===== config.mk =====
export PLATFORM = sky130hd
export DESIGN_NAME = systolic_sample_feeder_flat
export DESIGN_NICKNAME = d
export VERILOG_FILES = /design/src/rtl/systolic_sample_feeder_if.sv /design/src/rtl/systolic_sample_feeder.sv /design/src/flat_wrapper.sv
export SDC_FILE = /design/constraint.sdc
export NUM_CORES = 1
export LEC_CHECK = 0
export BUFFER_PORTS_ARGS = -buffer_cell sky130_fd_sc_hd__buf_2
export CAP_MARGIN = 20
export CORE_MARGIN = 2
export CORE_UTILIZATION = 60
export CTS_CLUSTER_SIZE = 40
export DETAILED_ROUTE_END_ITERATION = 7
export GPL_ROUTABILITY_DRIVEN = 1
export GPL_TIMING_DRIVEN = 1
export HOLD_SLACK_MARGIN = 0.05
export PLACE_DENSITY = 0.78
export SLEW_MARGIN = 20
export SYNTH_ARGS = -nofsm -noshare
export SYNTH_HDL_FRONTEND = slang
export SYNTH_SLANG_ARGS = --single-unit

===== constraint.sdc =====
create_clock -name i_clk -period 4.9 [get_ports i_clk]
set_clock_uncertainty 0.15 [all_clocks]
set_input_delay 0.98 -clock i_clk [delete_from_list [all_inputs] [get_ports i_clk]]
set_output_delay 0.98 -clock i_clk [all_outputs]
set_load 0.01 [all_outputs]

===== src/rtl/systolic_sample_feeder_if.sv =====
// Sample-feeder bus: FIFO writer, run control and the stream toward systolicFilter.
// The master modport is the controlling side (writer / sequencer); the slave modport is the feeder.
interface systolic_sample_feeder_if #(
  parameter int unsigned DATA_W  = 18,
  parameter int unsigned RATE_W  = 8,
  parameter int unsigned LEVEL_W = 5
);
  logic [DATA_W-1:0]  wr_data;
  logic               wr_en;
  logic               start;
  logic               stop;
  logic               mode;
  logic [RATE_W-1:0]  rate;
  logic [DATA_W-1:0]  impulse_val;
  logic [DATA_W-1:0]  data;
  logic               data_nd;
  logic               busy;
  logic               full;
  logic [LEVEL_W-1:0] level;
  logic               overflow;
  logic               underrun;

  modport master (
    output wr_data, wr_en, start, stop, mode, rate, impulse_val,
    input  data, data_nd, busy, full, level, overflow, underrun
  );

  modport slave (
    input  wr_data, wr_en, start, stop, mode, rate, impulse_val,
    output data, data_nd, busy, full, level, overflow, underrun
  );
endinterface


===== src/rtl/systolic_sample_feeder.sv =====
// Feeds systolicFilter: buffers samples in a FIFO and emits them at a programmable strobe
// rate, or emits a FRAME_LEN-sample impulse frame (one ImpulseVal followed by zeros).
module systolic_sample_feeder #(
  parameter int unsigned DATA_W     = 18,
  parameter int unsigned FIFO_DEPTH = 16,
  parameter int unsigned RATE_W     = 8,
  parameter int unsigned FRAME_LEN  = 256
) (
  input logic                    i_clk,
  input logic                    i_rst_n,
  systolic_sample_feeder_if.slave bus
);
  localparam int unsigned PtrW = $clog2(FIFO_DEPTH);
  localparam int unsigned LvlW = PtrW + 1;
  localparam int unsigned IdxW = $clog2(FRAME_LEN);
  localparam logic [LvlW-1:0] LvlFull = LvlW'(FIFO_DEPTH);
  localparam logic [IdxW-1:0] IdxLast = IdxW'(FRAME_LEN - 1);

  typedef enum logic {StIdle, StRun} state_e;

  state_e             r_state, w_state_d;
  logic [DATA_W-1:0]  r_mem [FIFO_DEPTH];
  logic [PtrW-1:0]    r_wr_ptr, r_rd_ptr;
  logic [LvlW-1:0]    r_level, w_level_d;
  logic               r_full, r_overflow, r_underrun;
  logic [DATA_W-1:0]  r_data, w_data_d;
  logic               r_data_nd, w_data_nd_d;
  logic               r_mode;
  logic [RATE_W-1:0]  r_rate;
  logic [DATA_W-1:0]  r_imp_val;
  logic [RATE_W-1:0]  r_cnt, w_cnt_d;
  logic [IdxW-1:0]    r_idx, w_idx_d;
  logic               w_push, w_pop, w_latch, w_underrun_set, w_tick;

  // Full blocks the write even when a pop happens on the same edge.
  assign w_push = bus.wr_en & ~r_full;
  assign w_tick = (r_cnt == r_rate);

  always_ff @(posedge i_clk or negedge i_rst_n) begin
    if (!i_rst_n) begin
      r_state <= StIdle;
    end else begin
      r_state <= w_state_d;
    end
  end

  always_comb begin
    w_state_d      = r_state;
    w_cnt_d        = r_cnt;
    w_idx_d        = r_idx;
    w_data_d       = r_data;
    w_data_nd_d    = 1'b0;
    w_pop          = 1'b0;
    w_latch        = 1'b0;
    w_underrun_set = 1'b0;
    unique case (r_state)
      StIdle: begin
        if (bus.start) begin
          w_state_d = StRun;
          w_latch   = 1'b1;
          w_cnt_d   = '0;
          w_idx_d   = '0;
        end
      end
      StRun: begin
        if (bus.stop) begin
          w_state_d = StIdle;
        end else if (w_tick) begin
          w_cnt_d     = '0;
          w_data_nd_d = 1'b1;
          if (!r_mode) begin
            // An empty tick still strobes a zero so the filter keeps its cadence.
            if (r_level != '0) begin
              w_pop    = 1'b1;
              w_data_d = r_mem[r_rd_ptr];
            end else begin
              w_data_d       = '0;
              w_underrun_set = 1'b1;
            end
          end else begin
            w_data_d = (r_idx == '0) ? r_imp_val : '0;
            w_idx_d  = r_idx + IdxW'(1);
            if (r_idx == IdxLast) begin
              w_state_d = StIdle;
            end
          end
        end else begin
          w_cnt_d = r_cnt + RATE_W'(1);
        end
      end
      default: w_state_d = StIdle;
    endcase
  end

  always_comb begin
    w_level_d = r_level;
    if (w_push && !w_pop) begin
      w_level_d = r_level + LvlW'(1);
    end else if (!w_push && w_pop) begin
      w_level_d = r_level - LvlW'(1);
    end
  end

  always_ff @(posedge i_clk) begin
    if (w_push) begin
      r_mem[r_wr_ptr] <= bus.wr_data;
    end
  end

  always_ff @(posedge i_clk or negedge i_rst_n) begin
    if (!i_rst_n) begin
      r_wr_ptr   <= '0;
      r_rd_ptr   <= '0;
      r_level    <= '0;
      r_full     <= 1'b0;
      r_overflow <= 1'b0;
      r_underrun <= 1'b0;
      r_data     <= '0;
      r_data_nd  <= 1'b0;
      r_mode     <= 1'b0;
      r_rate     <= '0;
      r_imp_val  <= '0;
      r_cnt      <= '0;
      r_idx      <= '0;
    end else begin
      if (w_push) begin
        r_wr_ptr <= r_wr_ptr + PtrW'(1);
      end
      if (w_pop) begin
        r_rd_ptr <= r_rd_ptr + PtrW'(1);
      end
      r_level    <= w_level_d;
      r_full     <= (w_level_d == LvlFull);
      r_overflow <= r_overflow | (bus.wr_en & r_full);
      r_underrun <= r_underrun | w_underrun_set;
      r_data     <= w_data_d;
      r_data_nd  <= w_data_nd_d;
      r_cnt      <= w_cnt_d;
      r_idx      <= w_idx_d;
      if (w_latch) begin
        r_mode    <= bus.mode;
        r_rate    <= bus.rate;
        r_imp_val <= bus.impulse_val;
      end
    end
  end

  assign bus.data     = r_data;
  assign bus.data_nd  = r_data_nd;
  assign bus.busy     = (r_state == StRun);
  assign bus.full     = r_full;
  assign bus.level    = r_level;
  assign bus.overflow = r_overflow;
  assign bus.underrun = r_underrun;

endmodule

===== src/flat_wrapper.sv =====
// flat-port wrapper written by rule: the top's interface ports become plain ports
module systolic_sample_feeder_flat 
#(
  parameter int unsigned DATA_W     = 18,
  parameter int unsigned FIFO_DEPTH = 16,
  parameter int unsigned RATE_W     = 8,
  parameter int unsigned FRAME_LEN  = 256
)
  (i_clk, i_rst_n, bus_wr_data, bus_wr_en, bus_start, bus_stop, bus_mode, bus_rate, bus_impulse_val, bus_data, bus_data_nd, bus_busy, bus_full, bus_level, bus_overflow, bus_underrun);
  systolic_sample_feeder_if #(.DATA_W(DATA_W), .RATE_W(RATE_W)) bus_i ();
  input logic i_clk;
  input logic i_rst_n;
  input wire logic [$bits(bus_i.wr_data)-1:0] bus_wr_data;
  input wire logic [$bits(bus_i.wr_en)-1:0] bus_wr_en;
  input wire logic [$bits(bus_i.start)-1:0] bus_start;
  input wire logic [$bits(bus_i.stop)-1:0] bus_stop;
  input wire logic [$bits(bus_i.mode)-1:0] bus_mode;
  input wire logic [$bits(bus_i.rate)-1:0] bus_rate;
  input wire logic [$bits(bus_i.impulse_val)-1:0] bus_impulse_val;
  output wire logic [$bits(bus_i.data)-1:0] bus_data;
  output wire logic [$bits(bus_i.data_nd)-1:0] bus_data_nd;
  output wire logic [$bits(bus_i.busy)-1:0] bus_busy;
  output wire logic [$bits(bus_i.full)-1:0] bus_full;
  output wire logic [$bits(bus_i.level)-1:0] bus_level;
  output wire logic [$bits(bus_i.overflow)-1:0] bus_overflow;
  output wire logic [$bits(bus_i.underrun)-1:0] bus_underrun;
  assign bus_i.wr_data = bus_wr_data;
  assign bus_i.wr_en = bus_wr_en;
  assign bus_i.start = bus_start;
  assign bus_i.stop = bus_stop;
  assign bus_i.mode = bus_mode;
  assign bus_i.rate = bus_rate;
  assign bus_i.impulse_val = bus_impulse_val;
  assign bus_data = bus_i.data;
  assign bus_data_nd = bus_i.data_nd;
  assign bus_busy = bus_i.busy;
  assign bus_full = bus_i.full;
  assign bus_level = bus_i.level;
  assign bus_overflow = bus_i.overflow;
  assign bus_underrun = bus_i.underrun;
  systolic_sample_feeder #(.DATA_W(DATA_W), .FIFO_DEPTH(FIFO_DEPTH), .RATE_W(RATE_W), .FRAME_LEN(FRAME_LEN)) u_core (.i_clk(i_clk), .i_rst_n(i_rst_n), .bus(bus_i));
endmodule

==> results.py, run 1 <==
metrics = {
    "synth": {
        "yosys_warnings": 0,
        "synthTopCellsByArea": "edfxtp_1, mux4_2, dfrtp_1, nand2_1, nor2_1",
        "yosys.area.top_type": "edfxtp_1",
        "synth_cell_types": 45,
        "synth_area_per_cell_um2": 18.01,
        "synth_edf_count": 288,
        "syn_area_um2": 14570,
        "synthTopCellsByCount": "edfxtp_1, nand2_1, mux4_2",
        "synth_top_area_share_pct": 59.37,
        "synth_seq_cells": 367,
        "synth.most_common_cell": "edfxtp_1",
        "synth_nets": 870,
        "async_reset_ff_share_pct": 21.53,
        "synthCells": 809,
        "synth-main-ff-cell": "edfxtp_1",
        "yosysSeqAreaShare_pct": 72.94,
    },
    "pwr": {
        "p_switching_mw": 2.267,
        "p_per_area_nw_per_um2": 500.5,
        "finalPower_mw": 8.350,
        "swShare_pct": 27.14,
        "p_int_mw": 6.083,
        "power_frac_clock_pct": 33.5,
        "pwr-share-seq_pct": 49.0,
        "peakVddDrop_mv": 0.2934,
        "power_leakage_nw": 5.896,
        "power_frac_comb_pct": 17.5,
    },
    "run_status": {
        "run_status": "finished, final reports clean",
    },
    "critical_path": {
        "crit_start": "u_core.r_rd_ptr[0]",
        "crit_top_cell": "mux4_2",
        "crit_family": "multiplexers",
        "path_class": "flip-flop to flip-flop",
        "slowest_delay_ns": 0.96,
        "cp-start-kind": "flip-flop",
        "cp_data_arrival_time_ns": 3.27,
        "critPathSlowestCell": "dfrtp_4",
        "crit_chain": "buf_12, mux4_2, mux4_2, a22oi_1, a21oi_1",
        "crit_cells": 5,
        "cp-end-kind": "flip-flop",
        "crit_fanout": 40,
        "worst-path-buf-inv": 1,
        "critPathRequiredTime_ns": 5.13,
        "rr_endpoint": "u_core.bus.data[16]",
        "rrSetupSlack_ns": 1.86,
        "r2r_cells": 5,
        "r2r-start": "u_core.r_rd_ptr[0]",
    },
    "placement": {
        "dp_slack_ns": 1.739,
        "dpl.hpwl_um": 18510,
        "gp_congestion": 0.8518,
        "dp.cells": 1193,
        "place_area_um2": 15450,
        "port_buffers": 77,
    },
    "sta": {
        "timing.final.crit_share_pct": 62.06,
        "fmax_mhz": 328.8,
        "setup_viol": 0,
        "period_minus_slack_ns": 3.041,
        "setup_tns_ns": 0,
        "setup_ws_ns": 1.859,
        "worstMarginPinSlew_ns": 1.098,
        "slew_violations": 0,
        "rsz0062_at_grt": "no",
        "max_slew_margin_pct": 26.80,
        "hold_viol_final": 0,
    },
    "die": {
        "rows": 57,
        "core-area_um2": 24110,
        "initial_core_util_pct": 60.43,
        "pin_count": 78,
        "design.die.area_um2": 25540,
        "die_x_um": 159.8,
        "die_height_um": 159.8,
    },
    "clocking": {
        "ctsHoldBuffers": 0,
        "ctsResizeCount": 0,
        "post-cts-setup-buffer-count": 0,
        "cts-root-buf": "clkbuf_16",
        "cts_sinks": 367,
        "cts_buffer_depth": 3,
        "clk_latency_ns": 0.52,
        "cts_buffers": 38,
        "tritoncts": "yes",
        "clk_pin_slew_ns": 0.06,
        "cts_max_level": 2,
    },
    "grt": {
        "antenna_found_initial": 0,
        "grt_max_degree": 80,
        "gr-usage-all-layers_pct": 25.75,
        "grt_remaining_overflow": 0,
        "grt_first_pass_wirelength_um": 48730,
        "grt_pass1_vias": 7905,
    },
    "route": {
        "routed_wl_um": 31990,
        "dr.pass1.iters": 6,
        "vias": 7880,
        "drtAntennaViolNets": 0,
        "drtIter0Drc": 1063,
        "avgRoutedWirePerCell_um": 25.33,
        "viasPerCell": 6.239,
        "drcViolationCount": 0,
    },
    "min_path": {
        "min_path_type": "flip-flop to flip-flop",
        "worstHoldStart": "u_core.bus.overflow",
        "hold_end": "u_core.bus.overflow",
        "min_path_cells": 1,
    },
    "cells_and_area": {
        "area_growth_pct": 14.52,
        "n_fill_cell": 1533,
        "stdcell_area_um2": 16680,
        "diodes": 0,
        "layout-drive-gt1-share_pct": 29.82,
        "stdcell_count": 1263,
        "final_nets": 970,
    },
    "flow_run": {
        "max-cap-violations": 0,
    },
}
power groups by stage:
stage	logic, mW	registers (mW)	clock network, mW
3_5_place_dp	1.44	4.14	0
4_1_cts	1.46	4.09	2.83
3_3_place_gp	1.40	4.12	0
2_1_floorplan	0.991	4.02	0
6_report	1.46	4.09	2.80
5_1_grt	1.58	4.14	2.96
worst register-to-register path: stages (launching register included):
cell and delay (ns):
dfrtp_4 0.96, buf_12 0.39, mux4_2 0.59, mux4_2 0.54, a22oi_1 0.20, a21oi_1 0.09
cells by family after synthesis:
logic type,after synthesis,synth area share [%]
and+or+nand+nor,199,6.090
adders and majority gates,13,1.091
buffers and inverters,48,1.314
DFF,367,72.94
xor gates and xnor gates,27,1.675
muxes,94,14.24
AOI/OAI and AO/OA,61,2.646
per-stage QoR:
stage               hold WS [ns]  util [%]
finish                    0.3013     69.20
global route              0.3255     69.20
CTS                       0.3033     69.17
global placement          0.2932     64.07
floorplan                 0.2961         -
detailed placement        0.2897     64.10
registers in the layout, indices dropped and copies added (netlist names):
name / flops
u_core.bus.busy: 1
u_core.bus.data: 18
u_core.bus.data_nd: 1
u_core.bus.full: 1
u_core.bus.level: 5
u_core.bus.overflow: 1
u_core.bus.underrun: 1
u_core.r_cnt: 8
u_core.r_idx: 8
u_core.r_imp_val: 18
u_core.r_mem: 288
u_core.r_mode: 1
u_core.r_rate: 8
u_core.r_rd_ptr: 4
u_core.r_wr_ptr: 4
layout by cell type (no fill, tap or decap), drive strengths merged, types with 3 or more instances in the layout:
cell type | netlist | layout
edfxtp | 288 | 288
nand2 | 104 | 104
buf | 13 | 98
mux4 | 90 | 90
dfrtp | 79 | 79
nor2 | 48 | 48
clkbuf | 25 | 47
a21oi | 23 | 23
clkinv | 0 | 20
a22oi | 19 | 19
xnor2 | 17 | 17
o21ai | 11 | 11
ha | 11 | 11
inv | 10 | 10
xor2 | 10 | 10
nand3 | 9 | 9
nand4 | 9 | 9
nor3 | 6 | 6
nand2b | 5 | 5
or3 | 4 | 4
nor2b | 3 | 3
mux2 | 3 | 3
worst max-delay path by stage:
stage,endpoint,slack [ns]
finish,u_core.bus.data[16],1.86
global route,u_core.bus.data[16],1.68
CTS,u_core.bus.data[16],1.81
detailed placement,u_core.r_mem[5][5],1.74
global placement,u_core.r_idx[7],1.76
floorplan,u_core.r_mem[3][0],1.35
layer usage:
metal / part of all wire [%] / vias to the layer above / track usage [%]
met2: 48 / 418 / 40.54
met4: 3.1 / 0 / 8.804
met3: 8.3 / 65 / 5.299
li1: - / 3346 / -
met1: 40 / 4051 / 36.90
met5: 0 / - / 0
final cells by class:
| cell class | instances | area [um^2] | share of cell area [%] |
|---|---|---|---|
| Sequential cell | 367 | 10630 | 63.73 |
| Multi-Input combinational cell | 394 | 3826 | 22.94 |
| Inverter | 10 | 37.54 | 0.2250 |
| Timing Repair Buffer | 98 | 558.0 | 3.345 |
| Clock inverter | 23 | 155.1 | 0.9300 |
| Tap cell | 324 | 405.4 | 2.430 |
| Clock buffer | 47 | 1069 | 6.405 |
Note: power is estimated with default switching activity, not from simulation.
==> inputs of run 2 (changes only) <==
==> constraint.sdc (replaced) <==
create_clock -name i_clk -period 3 [get_ports i_clk]
set_clock_uncertainty 0.15 [all_clocks]
set_input_delay 0.6 -clock i_clk [delete_from_list [all_inputs] [get_ports i_clk]]
set_output_delay 0.6 -clock i_clk [all_outputs]
set_load 0.01 [all_outputs]
==> run 2 against run 1 <==
Against the previous run: clock power increased by 70%; sequential share of layout area is 1.2 points lower; highest routed layer is now met5; critical path depth increased by 3; sequential cell count stayed put; cell count grew 1.9%; count of clock-buffer cells in the layout fell by 1; worst hold slack got worse by 0.23 ns; core utilization grew 1.3 points; critical endpoint is now u_core.bus.full.
==> results.py, run 2 (synthesis results as in run 1) <==
metrics = {
    "run_status": {
        "run_status": "finished, final reports clean",
    },
    "clocking": {
        "tritoncts": "yes",
        "clk_pin_slew_ns": 0.06,
        "clk_latency_ns": 0.52,
        "cts_max_level": 2,
        "post-cts-setup-buffer-count": 0,
        "ctsHoldBuffers": 0,
        "cts_buffer_depth": 3,
        "cts_sinks": 367,
        "cts-root-buf": "clkbuf_16",
        "cts_buffers": 37,
        "ctsResizeCount": 0,
    },
    "flow_run": {
        "max-cap-violations": 0,
    },
    "sta": {
        "setup_ws_ns": 0.3108,
        "worstMarginPinSlew_ns": 0.9863,
        "setup_viol": 0,
        "hold_viol_final": 0,
        "timing.final.crit_share_pct": 89.64,
        "setup_tns_ns": 0,
        "period_minus_slack_ns": 2.689,
        "rsz0062_at_grt": "no",
        "fmax_mhz": 371.9,
        "slew_violations": 0,
        "max_slew_margin_pct": 34.25,
    },
    "cells_and_area": {
        "multi_input_area_um2": 3839,
        "postLayoutCoreUtil_pct": 70.54,
        "regArea_um2": 10630,
        "layout_common_cells": "edfxtp_1, nand2_1, mux4_2, dfrtp_1, buf_2",
        "layout_commonest_cell": "edfxtp_1",
        "area_growth_pct": 16.73,
        "largest_reg_flops": 288,
        "n_fill_cell": 1491,
        "diodes": 0,
        "stdcell_count": 1287,
        "regMostFlops": "u_core.r_mem",
        "layout-drive-gt1-share_pct": 31.26,
        "final_nets": 996,
    },
    "placement": {
        "port_buffers": 77,
        "gp_congestion": 0.8420,
        "dp.cells": 1220,
        "dp_slack_ns": 0.3205,
        "dpl.hpwl_um": 19470,
    },
    "grt": {
        "grt_first_pass_wirelength_um": 50020,
        "grt_max_degree": 80,
        "grt_remaining_overflow": 0,
        "gr-usage-all-layers_pct": 26.51,
        "grtUsageMet3_pct": 5.766,
        "grt_pass1_vias": 8300,
        "antenna_found_initial": 1,
        "top_usage_layer": "met2",
        "use_met2_pct": 44.14,
        "grt.met1_usage_pct": 35.23,
    },
    "min_path": {
        "min_path_type": "primary input to async pin",
    },
    "route": {
        "drcViolationCount": 0,
        "drtIter0Drc": 1059,
        "viasPerCell": 6.209,
        "routed_wl_um": 32690,
        "vias": 7991,
        "dr.pass1.iters": 5,
        "drtAntennaViolNets": 0,
        "avgRoutedWirePerCell_um": 25.40,
    },
    "die": {
        "die_height_um": 159.8,
        "pin_count": 78,
        "die_x_um": 159.8,
        "rows": 57,
        "core-area_um2": 24110,
        "design.die.area_um2": 25540,
        "initial_core_util_pct": 60.43,
    },
    "critical_path": {
        "critPathRequiredTime_ns": 3.26,
        "crit_chain": "inv_1, ha_1, or4b_1, nand2_1, or4_4, maj3_2, mux2_4, a2111oi_2",
        "critPathSlowestCell": "or4_4",
        "cp_data_arrival_time_ns": 2.95,
        "crit_fanout": 6,
        "cp-start-kind": "flip-flop",
        "path_class": "flip-flop to flip-flop",
        "slowest_delay_ns": 0.54,
        "cp-end-kind": "flip-flop",
    },
    "pwr": {
        "p_per_area_nw_per_um2": 822.8,
        "finalPower_mw": 13.99,
        "power_leakage_nw": 6.077,
        "peakVddDrop_mv": 0.4981,
    },
}
## run 2: cell count changes in the layout (fill, tap and decap cells not counted), moves of 4 or more
cell,change
bufinv_16,+4
clkinv_2,-6
nor3_4,+4
nor3_2,-4
buf_4,+22
buf_12,+5
## run 2: routing by layer
layer  part of all wire (%)  wire length (um)  vias up
met5                  0.040                13        -
met4                    3.4              1127        2
met3                    8.3              2705       87
met2                     51             16510      407
met1                     38             12330     4101
li1                       -                 -     3394
## run 2: cell type report
class                           count  area share [%]
Clock buffer                       46           6.012
Sequential cell                   367           62.52
Clock inverter                     21           1.450
Multi-Input combinational cell    394           22.58
Timing Repair Buffer              125           4.842
Inverter                           10          0.2208
Tap cell                          324           2.384
## run 2: final timing paths
kind,cells after the start,slack [ns],startpoint,to
hold reg to reg,1,0.31,u_core.bus.overflow,u_core.bus.overflow
min in group i_clk,3,0.12,bus_rate[1],u_core.r_rate[1]
hold / removal,1,0.08,i_rst_n,u_core.bus.level[2]
setup / recovery,8,0.31,u_core.bus.level[1],u_core.bus.full
max in group asynchronous,1,1.85,i_rst_n,u_core.r_rd_ptr[0]
setup reg to reg,8,0.31,u_core.bus.level[1],u_core.bus.full
## run 2: worst max-delay path: cells and delay by family, from the launching register on
kind | cells | cell delay [ns]
AOI/OAI and AO/OA | 1 | 0.26
adders and majority gates | 2 | 0.50
DFF | 1 | 0.44
muxes | 1 | 0.27
and+or+nand+nor | 3 | 0.85
buffers and inverters | 1 | 0.11
## run 2: where the power goes
part / switching (mW) / internal [mW]
Sequential: 0.446 / 6.18
Clock: 1.83 / 2.93
Combinational: 1.44 / 1.17
## run 2: through the flow
step / instance area [um^2] / hold slack, ns
after CTS: 17000 / 0.1082
after global placement: 15740 / 0.2902
final: 17000 / 0.07505
after global routing: 17000 / 0.1216
after floorplan: 14590 / 0.1544
after detailed placement: 15740 / 0.2975
==> inputs of run 3 (changes only) <==
--- a/config.mk
+++ b/config.mk
@@ -7,7 +7,7 @@
 export LEC_CHECK = 0
 export BUFFER_PORTS_ARGS = -buffer_cell sky130_fd_sc_hd__buf_2
 export CAP_MARGIN = 20
-export CORE_MARGIN = 2
+export CORE_MARGIN = 1.5
 export CORE_UTILIZATION = 60
 export CTS_CLUSTER_SIZE = 40
 export DETAILED_ROUTE_END_ITERATION = 7
==> run 3 against run 2 <==
Against the previous run: first-iteration DRC count shrank 11%; non-clock buffer count up 1; global-route usage barely moved; combinational power about the same; sequential power about the same; critical endpoint unchanged; highest routed layer unchanged.
==> results.py, run 3 (synthesis results as in run 1) <==
metrics = {
    "run_status": {
        "run_status": "finished, final reports clean",
    },
    "route": {
        "drcViolationCount": 0,
        "routed_wl_um": 32320,
        "avgRoutedWirePerCell_um": 25.21,
        "viasPerCell": 6.257,
        "drtIter0Drc": 947,
        "drtAntennaViolNets": 0,
        "dr.pass1.iters": 5,
        "vias": 8021,
    },
    "cells_and_area": {
        "diodes": 0,
        "largest_reg_flops": 288,
        "final_nets": 997,
        "regArea_um2": 10630,
        "area_growth_pct": 16.05,
        "n_fill_cell": 1434,
        "layout_common_cells": "edfxtp_1, nand2_1, mux4_2, dfrtp_1, buf_2",
        "layout_commonest_cell": "edfxtp_1",
        "regMostFlops": "u_core.r_mem",
        "layout-drive-gt1-share_pct": 31.46,
        "multi_input_area_um2": 3814,
    },
    "placement": {
        "gp_congestion": 0.9121,
        "dpl.hpwl_um": 19450,
        "port_buffers": 77,
    },
    "pwr": {
        "peakVddDrop_mv": 0.4314,
        "p_per_area_nw_per_um2": 813.8,
        "power_leakage_nw": 6.038,
    },
    "critical_path": {
        "path_class": "flip-flop to flip-flop",
        "cp-start-kind": "flip-flop",
        "slowest_delay_ns": 0.54,
        "crit_chain": "inv_1, ha_1, or4b_1, nand2_1, or4_4, maj3_2, mux2_4, a2111oi_2",
        "critPathSlowestCell": "or4_4",
        "cp-end-kind": "flip-flop",
        "crit_fanout": 7,
        "cp_data_arrival_time_ns": 3.04,
        "critPathRequiredTime_ns": 3.25,
    },
    "sta": {
        "hold_viol_final": 0,
        "period_minus_slack_ns": 2.783,
        "worstMarginPinSlew_ns": 0.9719,
        "max_slew_margin_pct": 35.21,
        "setup_tns_ns": 0,
        "timing.final.crit_share_pct": 92.78,
        "setup_viol": 0,
        "slew_violations": 0,
        "fmax_mhz": 359.3,
        "timing.hold.ws_ns": 0.1040,
        "rsz0062_at_grt": "no",
    },
    "die": {
        "design.die.area_um2": 25220,
        "pin_count": 78,
        "initial_core_util_pct": 61.69,
        "rows": 56,
        "die_height_um": 158.8,
        "core-area_um2": 23610,
        "die_x_um": 158.8,
    },
    "clocking": {
        "cts_max_level": 2,
        "post-cts-setup-buffer-count": 0,
        "clk_pin_slew_ns": 0.06,
        "tritoncts": "yes",
        "cts_buffers": 37,
        "ctsResizeCount": 0,
        "cts_buffer_depth": 3,
        "cts_sinks": 367,
        "cts-root-buf": "clkbuf_16",
        "ctsHoldBuffers": 0,
        "clk_latency_ns": 0.52,
    },
    "grt": {
        "grt_pass1_vias": 8165,
        "antenna_found_initial": 1,
        "grt_first_pass_wirelength_um": 49560,
        "grt_max_degree": 80,
        "grt_remaining_overflow": 0,
        "gr-usage-all-layers_pct": 26.52,
    },
    "flow_run": {
        "max-cap-violations": 0,
    },
    "min_path": {
        "min_path_type": "primary input to async pin",
    },
}
==> run 3: cell type report <==
| cell class | instances | share of cell area [%] |
|---|---|---|
| tap | 319 | 2.361 |
| multi-input combinational | 394 | 22.56 |
| timing repair buffer | 126 | 4.915 |
| inverter | 10 | 0.2220 |
| clock buffer | 42 | 5.588 |
| clock inverter | 24 | 1.473 |
| sequential | 367 | 62.88 |
==> run 3: where the power goes <==
| part | leakage, nW | internal, mW | switching [mW] | total [mW] |
|---|---|---|---|---|
| clock network | 0.586 | 2.70 | 1.87 | 4.57 |
| registers | 3.61 | 6.17 | 0.438 | 6.61 |
| logic | 1.85 | 1.15 | 1.43 | 2.58 |
| total | 6.04 | 10.0 | 3.74 | 13.8 |
==> run 3: routing by layer <==
layer	GRT usage (%)	share of wire, %
met1	36.25	39
met2	43.60	50
met3	5.120	7.6
met4	8.658	2.7
met5	0	0.037
==> run 3: worst paths after layout <==
kind | from | end | slack [ns] | cells after the start
worst max-delay path | u_core.bus.level[0] | u_core.bus.full | 0.22 | 8
worst min-delay path | i_rst_n | u_core.bus.data[10] | 0.10 | 1
worst max register to register | u_core.bus.level[0] | u_core.bus.full | 0.22 | 8
worst min register to register | u_core.bus.overflow | u_core.bus.overflow | 0.31 | 1
max in group asynchronous | i_rst_n | u_core.r_rd_ptr[0] | 1.88 | 1
min in group i_clk | bus_rate[6] | u_core.r_rate[6] | 0.12 | 3
==> run 3: stage by stage <==
| step | utilization (%) | cell area [um^2] | power [mW] | std cells | setup WS (ns) |
|---|---|---|---|---|---|
| finish | 71.59 | 16910 | 13.76 | 1282 | 0.2165 |
| CTS | 71.59 | 16910 | 13.81 | 1282 | 0.2305 |
| floorplan | - | 14590 | 8.195 | 809 | 0.3070 |
| global route | 71.59 | 16910 | 14.25 | 1282 | 0.07239 |
| global placement | 66.54 | 15710 | 9.089 | 1216 | 0.3084 |
| detailed placement | 66.54 | 15710 | 9.226 | 1216 | 0.2424 |
==> run 3: critical path, delay by kind of cell, from the launching register on <==
family,cells,cell delay [ns]
AO/OA/AOI/OAI,1,0.28
AND/OR/NAND/NOR,3,0.87
adder cells (fa/ha/maj),2,0.53
flip-flops,1,0.46
buffers and inverters,1,0.11
multiplexers,1,0.27
